`src/rtl/am_sample_shaper.sv`:
```
// AM sample shaper: signed audio -> depth/offset scaling -> saturated 8-bit duty -> FWFT FIFO.
// Optional saturation statistics (sat_count, sat_flag) when AM_SHAPER_STATS_EN is defined.
`timescale 1ns/1ps
module am_sample_shaper #(
  parameter int IN_WIDTH   = 8,
  parameter int FIFO_DEPTH = 16
) (
  input  logic                          clk,
  input  logic                          rst,
  input  logic                          enable,
  input  logic                          flush,
  input  logic [IN_WIDTH-1:0]           in_sample,
  input  logic                          in_valid,
  output logic                          in_ready,
  input  logic [7:0]                    mod_index,
  input  logic [7:0]                    offset,
  output logic [7:0]                    sample,
  output logic                          empty,
  input  logic                          read,
  output logic                          full,
  output logic [$clog2(FIFO_DEPTH):0]   level
`ifdef AM_SHAPER_STATS_EN
  ,
  output logic [15:0]                   sat_count,
  output logic                          sat_flag
`endif
);

  localparam int AW = $clog2(FIFO_DEPTH);
  localparam int LW = AW + 1;
  localparam int PW = IN_WIDTH + 9;
  localparam int VW = IN_WIDTH + 10;

  // Handshake: a sample transfers on a rising edge where in_valid and in_ready are both 1;
  // in_valid/in_sample may change freely otherwise, and in_ready never depends on in_valid.

  logic signed [PW-1:0] w_a;
  logic signed [PW-1:0] w_b;
  logic signed [PW-1:0] w_prod;
  logic signed [PW-1:0] w_shift;
  logic [VW-1:0]        w_v;
  logic [7:0]           w_duty;
  logic                 w_sat;
  logic                 w_accept;
  logic                 w_wr;
  logic                 w_rd;
  logic [LW:0]          w_occ;

  logic signed [PW-1:0] r_s1_p;
  logic [7:0]           r_s1_off;
  logic                 r_s1_valid;
  logic [7:0]           r_s2_duty;
  logic                 r_s2_sat;
  logic                 r_s2_valid;

  logic [7:0]           r_mem [FIFO_DEPTH];
  logic [AW-1:0]        r_rd_ptr;
  logic [AW-1:0]        r_wr_ptr;
  logic [LW-1:0]        r_level;
  logic [7:0]           r_last;

  assign w_a    = {{9{in_sample[IN_WIDTH-1]}}, in_sample};
  assign w_b    = {{(IN_WIDTH+1){1'b0}}, mod_index};
  assign w_prod = w_a * w_b;

  // Floor-scaled product plus offset, one guard bit wide so the sign is always exact.
  assign w_shift = r_s1_p >>> 8;
  assign w_v     = {w_shift[PW-1], w_shift} + {{(VW-8){1'b0}}, r_s1_off};

  always_comb begin
    w_duty = w_v[7:0];
    w_sat  = 1'b0;
    if (w_v[VW-1]) begin
      w_duty = 8'd0;
      w_sat  = 1'b1;
    end else if (|w_v[VW-2:8]) begin
      w_duty = 8'd255;
      w_sat  = 1'b1;
    end
  end

  // Occupancy counts in-flight stage entries so a write can never land on a full FIFO.
  assign w_occ    = {1'b0, r_level} + {{LW{1'b0}}, r_s1_valid} + {{LW{1'b0}}, r_s2_valid};
  assign in_ready = enable & ~rst & (w_occ < (LW+1)'(FIFO_DEPTH));
  assign w_accept = in_valid & in_ready;
  assign w_wr     = r_s2_valid;
  assign w_rd     = read & (r_level != '0);

  always_ff @(posedge clk or posedge rst) begin
    if (rst) begin
      r_s1_p     <= '0;
      r_s1_off   <= '0;
      r_s1_valid <= 1'b0;
      r_s2_duty  <= '0;
      r_s2_sat   <= 1'b0;
      r_s2_valid <= 1'b0;
    end else if (flush) begin
      r_s1_valid <= 1'b0;
      r_s2_valid <= 1'b0;
    end else begin
      r_s1_valid <= w_accept;
      if (w_accept) begin
        r_s1_p   <= w_prod;
        r_s1_off <= offset;
      end
      r_s2_valid <= r_s1_valid;
      if (r_s1_valid) begin
        r_s2_duty <= w_duty;
        r_s2_sat  <= w_sat;
      end
    end
  end

  always_ff @(posedge clk) begin
    if (w_wr && !flush) begin
      r_mem[r_wr_ptr] <= r_s2_duty;
    end
  end

  always_ff @(posedge clk or posedge rst) begin
    if (rst) begin
      r_rd_ptr <= '0;
      r_wr_ptr <= '0;
      r_level  <= '0;
      r_last   <= '0;
    end else if (flush) begin
      r_rd_ptr <= '0;
      r_wr_ptr <= '0;
      r_level  <= '0;
      r_last   <= '0;
    end else begin
      if (w_wr) r_wr_ptr <= r_wr_ptr + 1'b1;
      if (w_rd) r_rd_ptr <= r_rd_ptr + 1'b1;
      case ({w_wr, w_rd})
        2'b10:   r_level <= r_level + 1'b1;
        2'b01:   r_level <= r_level - 1'b1;
        default: r_level <= r_level;
      endcase
      // Remember the current head so sample holds its last value once the FIFO drains.
      if (r_level != '0) r_last <= r_mem[r_rd_ptr];
    end
  end

  assign empty  = (r_level == '0);
  assign full   = (r_level == LW'(FIFO_DEPTH));
  assign level  = r_level;
  assign sample = empty ? r_last : r_mem[r_rd_ptr];

`ifdef AM_SHAPER_STATS_EN
  always_ff @(posedge clk or posedge rst) begin
    if (rst) begin
      sat_count <= '0;
      sat_flag  <= 1'b0;
    end else if (flush) begin
      sat_count <= '0;
      sat_flag  <= 1'b0;
    end else if (w_wr && r_s2_sat) begin
      if (sat_count != 16'hFFFF) sat_count <= sat_count + 16'd1;
      sat_flag <= 1'b1;
    end
  end
`endif

endmodule

```
`config.mk`:
```
export PLATFORM = sky130hd
export DESIGN_NAME = am_sample_shaper
export DESIGN_NICKNAME = d
export VERILOG_FILES = /design/src/rtl/am_sample_shaper.sv
export SDC_FILE = /design/constraint.sdc
export NUM_CORES = 1
export LEC_CHECK = 0
export ABC_AREA = 1
export BUFFER_PORTS_ARGS = -buffer_cell sky130_fd_sc_hd__buf_2
export CAP_MARGIN = 5
export CORE_MARGIN = 5
export CORE_UTILIZATION = 50
export CTS_CLUSTER_SIZE = 30
export DETAILED_ROUTE_END_ITERATION = 8
export PLACE_DENSITY = 0.67
export SYNTH_ARGS = -nofsm -noshare
export SYNTH_HDL_FRONTEND = slang
export SYNTH_SLANG_ARGS = --single-unit
export TNS_END_PERCENT = 20
```
`constraint.sdc`:
```
create_clock -name clk -period 4.3 [get_ports clk]
set_input_delay 0.43 -clock clk [delete_from_list [all_inputs] [get_ports clk]]
set_output_delay 0.43 -clock clk [all_outputs]
set_load 0.01 [all_outputs]
```
==> reports/results.md <==
| Item | This run |
|:---|:---|
| Routed wirelength normalized by instance count | 14.7 µm |
| Nature of the critical path endpoint | flop |
| Post-synthesis cell type with the largest combined area | sky130_fd_sc_hd__edfxtp_1 |
| Fraction of synthesized cell area taken by the top area cell type | 0.373 |
| Antenna violations before repair | 0 |
| Number of standard cells in the layout, taps in and fillers out | 1474 |
| Internal Dissipation | 3.44 mW |
| Sequential-to-total area share from yosys stat | 0.489 |
| Synthesized instance count | 1162 |
| Post-CTS Resized | 0 |
| Share of total power consumed by net switching | 0.339 |
| Launch point of the worst hold path | offset[5] |
| Via Count | 7440 |
| Placed cell area | 10700 µm² |
| Power density cells | 462 nW/µm² |
| Hold_ws | 0.199 ns |
| Post-placement cell count | 1442 |
| Worst IR drop on VDD | 0.315 mV |
| Startpoint of the worst-slack reg-to-reg timing path | level[0] |
| I/O pins | 46 |
| Critical path startpoint | in_sample[7] |
| Distinct cells, synth | 36 |
| Setup_tns | 0 ns |
| # Max-Cap Violations | 0 |
| GRT Total Usage | 0.191 |
| DRC violation total after the first TritonRoute iteration | 526 |
| Setup repair after global routing missed its margin | no |
| Clock input transition at the sequential cells of the worst setup and hold paths | 0.07 ns |
| Maximum buffer depth of the clock tree | 2 |
| Largest fanout on the critical path | 5 |
| Proportion of power drawn by flip-flops and latches | 0.451 |
| Total Nets Final | 1316 |
| Library cell with the highest instance count after synthesis | sky130_fd_sc_hd__nand2_1 |
| Leakage power | 5.44 nW |
| Clock insertion delay at the later pin of the skew report | 0.43 ns |
| Count of inserted antenna diode cells | 0 |
| Clock tree from TritonCTS | done |
| Gr ovfl total | 0 |
| Logic pwr share | 0.254 |
| Count of flip-flops with a built-in enable after synthesis | 128 |
| Overall routed net length | 21700 µm |
| Post-CTS Hold Buffers | 0 |
| Critical-path cell list | buf_2 > clkinv_1 > nor2_1 > fa_1 > fa_1 > fa_1 > inv_1 > fa_1 > inv_1 > ha_1 > nand2_1 > nand2_1 > nand2_1 > nand2_1 > inv_1 > nand2_1 > or2_2 > nand3_1 > nand2_1 |
| CTS root buf | sky130_fd_sc_hd__clkbuf_16 |
| Via-per-instance ratio | 5.05 |
| Crit-path most repeated cell | sky130_fd_sc_hd__nand2_1 |
| Total DRC errors in the routed layout | 0 |
| Worst setup skew after layout | 0.00929 ns |
| Crit-path slowest cell | sky130_fd_sc_hd__fa_1 |
| Post-CTS setup buffer count | 0 |
| Die width | 154 µm |
| Remaining max-slew budget at the tightest pin | 0.324 |
| Most instantiated cells after synthesis | 351 x sky130_fd_sc_hd__nand2_1, 143 x sky130_fd_sc_hd__nor2_1, 141 x sky130_fd_sc_hd__inv_1 |
| Crit path largest cell delay | 0.54 ns |
| Clock period minus worst slack | 3.77 ns |
| Die area | 23600 µm² |
| Final worst path period share | 0.877 |
| Worst Path Buf+Inv | 5 |
| Last weighted congestion value of the routability-driven placer | 0.853 |
| Number of max-slew violations in the final report | 0 |
| Outcome | finished clean |
| Most area-consuming cells after synthesis | sky130_fd_sc_hd__edfxtp_1 37%, sky130_fd_sc_hd__nand2_1 13%, sky130_fd_sc_hd__dfrtp_1 12% |
| Die Y-Extent | 154 µm |
| Number of global-route vias before repair | 7386 |
| Number of nets produced by synthesis | 1287 |
| Number of buffers inserted by port buffering | 45 |
| FFs w/ async S/R, synth | 0.273 |
| TritonCTS buffer count | 17 |
| Yosys synthesis warning count | 0 |
| Reported net switching power | 1.77 mW |
| Netlist area before placement | 10300 µm² |
| Fraction of power consumed by the clock network | 0.295 |
| First-pass GRT wire length | 36600 µm |
| Count of standard-cell rows | 52 |
| Placeable core region | 20300 µm² |
| Hold violation count in the final report | 0 |
| Final setup fails | 0 |
| Share of cells above drive strength 1 | 0.0880 |
| Critical path startpoint category | input port |
| Maximum number of pins on one net before global-route repair | 65 |
| Worst Setup Path Type | in2reg |
| F_max | 265 MHz |
| Antenna viol nets, final | 0 |
| Data arrival, critical path | 4.09 ns |
| Worst Hold Class | in2reg |
| CTS sink cnt | 176 |
| DRT Pass-1 Iters | 5 |
| Dominant register cell in the synthesized netlist | sky130_fd_sc_hd__edfxtp_1 |
| Area added between synthesis and finish | 9.46% |
| Clock H-tree levels | 4 |
| Post-synthesis register bit count | 176 |
| Final Core Density | 0.556 |
| Family with the most delay on the worst path | adder cells |
| Average cell area after synthesis | 8.88 µm² |
| Slew at the pin closest to its max-slew limit | 1.01 ns |
| Post-route cell area | 11300 µm² |
| Starting density of the core | 0.508 |
| Placed wire-length estimate | 15000 µm |
| CP required | 4.62 ns |
-- layer usage --
layer | up-vias | GRT usage | routed length (µm)
met5 | - | 0 | 0
met1 | 3477 | 0.247 | 9310
met4 | 0 | 0.0488 | 289
met2 | 176 | 0.335 | 11000
met3 | 23 | 0.0340 | 1110
li1 | 3764 | - | -
-- final timing paths --
path / to / slack [ns] / cells past startpoint
setup / recovery: r_s1_p[11] / 0.53 / 19
hold / removal: r_s1_off[5] / 0.20 / 3
setup reg to reg: level[4] / 1.79 / 13
hold reg to reg: r_s1_off[4] / 0.48 / 2
max in group asynchronous: r_rd_ptr[0] / 3.36 / 2
min in group asynchronous: level[3] / 0.26 / 2
-- worst min-delay path, cell delays in order --
cell                      delay (ns)
sky130_fd_sc_hd__buf_2          0.07
sky130_fd_sc_hd__nand2_1        0.04
sky130_fd_sc_hd__nand2_1        0.05
-- sequential cells by signal, indices dropped and copies added, names as in the netlist --
signal,flops
r_last,8
r_s1_p,9
r_s1_valid,1
r_s1_off,8
r_rd_ptr,4
level,5
r_s2_valid,1
r_s2_duty,8
r_mem,128
r_wr_ptr,4
-- through the flow --
stage	setup WS [ns]	power [mW]
5_1_grt	0.241	5.58
3_3_place_gp	0.133	3.69
6_report	0.528	5.21
3_5_place_dp	0.0712	3.72
2_1_floorplan	0.248	3.30
4_1_cts	0.526	5.26
-- cells in the final DEF (no fill, tap or decap), types with 5 or more instances in the layout --
cell type	count
sky130_fd_sc_hd__xnor2_1	8
sky130_fd_sc_hd__edfxtp_1	128
sky130_fd_sc_hd__a21oi_1	16
sky130_fd_sc_hd__clkinvlp_4	5
sky130_fd_sc_hd__inv_8	6
sky130_fd_sc_hd__o21ai_1	14
sky130_fd_sc_hd__inv_1	140
sky130_fd_sc_hd__inv_2	5
sky130_fd_sc_hd__o21ai_0	47
sky130_fd_sc_hd__fa_1	37
sky130_fd_sc_hd__ha_1	58
sky130_fd_sc_hd__buf_4	5
sky130_fd_sc_hd__nand2_1	351
sky130_fd_sc_hd__nand3_1	89
sky130_fd_sc_hd__nand4_1	5
sky130_fd_sc_hd__dfrtp_1	47
sky130_fd_sc_hd__nor2_1	143
sky130_fd_sc_hd__buf_2	45
sky130_fd_sc_hd__clkbuf_16	17
-- power by group through the flow --
stage	Sequential, mW	Clock [mW]	Combinational (mW)
2_1_floorplan	2.24	0	1.06
3_3_place_gp	2.38	0	1.31
3_5_place_dp	2.39	0	1.33
4_1_cts	2.36	1.56	1.34
5_1_grt	2.38	1.65	1.56
6_report	2.35	1.54	1.32
-- layout make-up --
cell class,count,area [µm²]
clock buffers,19,453
clock inverters,13,144
fillers,1865,9010
inverters,153,584
multi-input cells,793,4470
flip-flops and latches,176,5050
well taps,270,338
repair buffers,50,263
-- cells by family after synthesis --
family / Yosys count / share of synthesized area
and+or+nand+nor: 607 / 0.242
xor gates and xnor gates: 9 / 0.00764
DFF: 176 / 0.489
buffers and inverters: 193 / 0.0782
AOI/OAI and AO/OA: 82 / 0.0411
adders and majority gates: 95 / 0.142
Note: power is estimated with default switching activity, not from simulation.
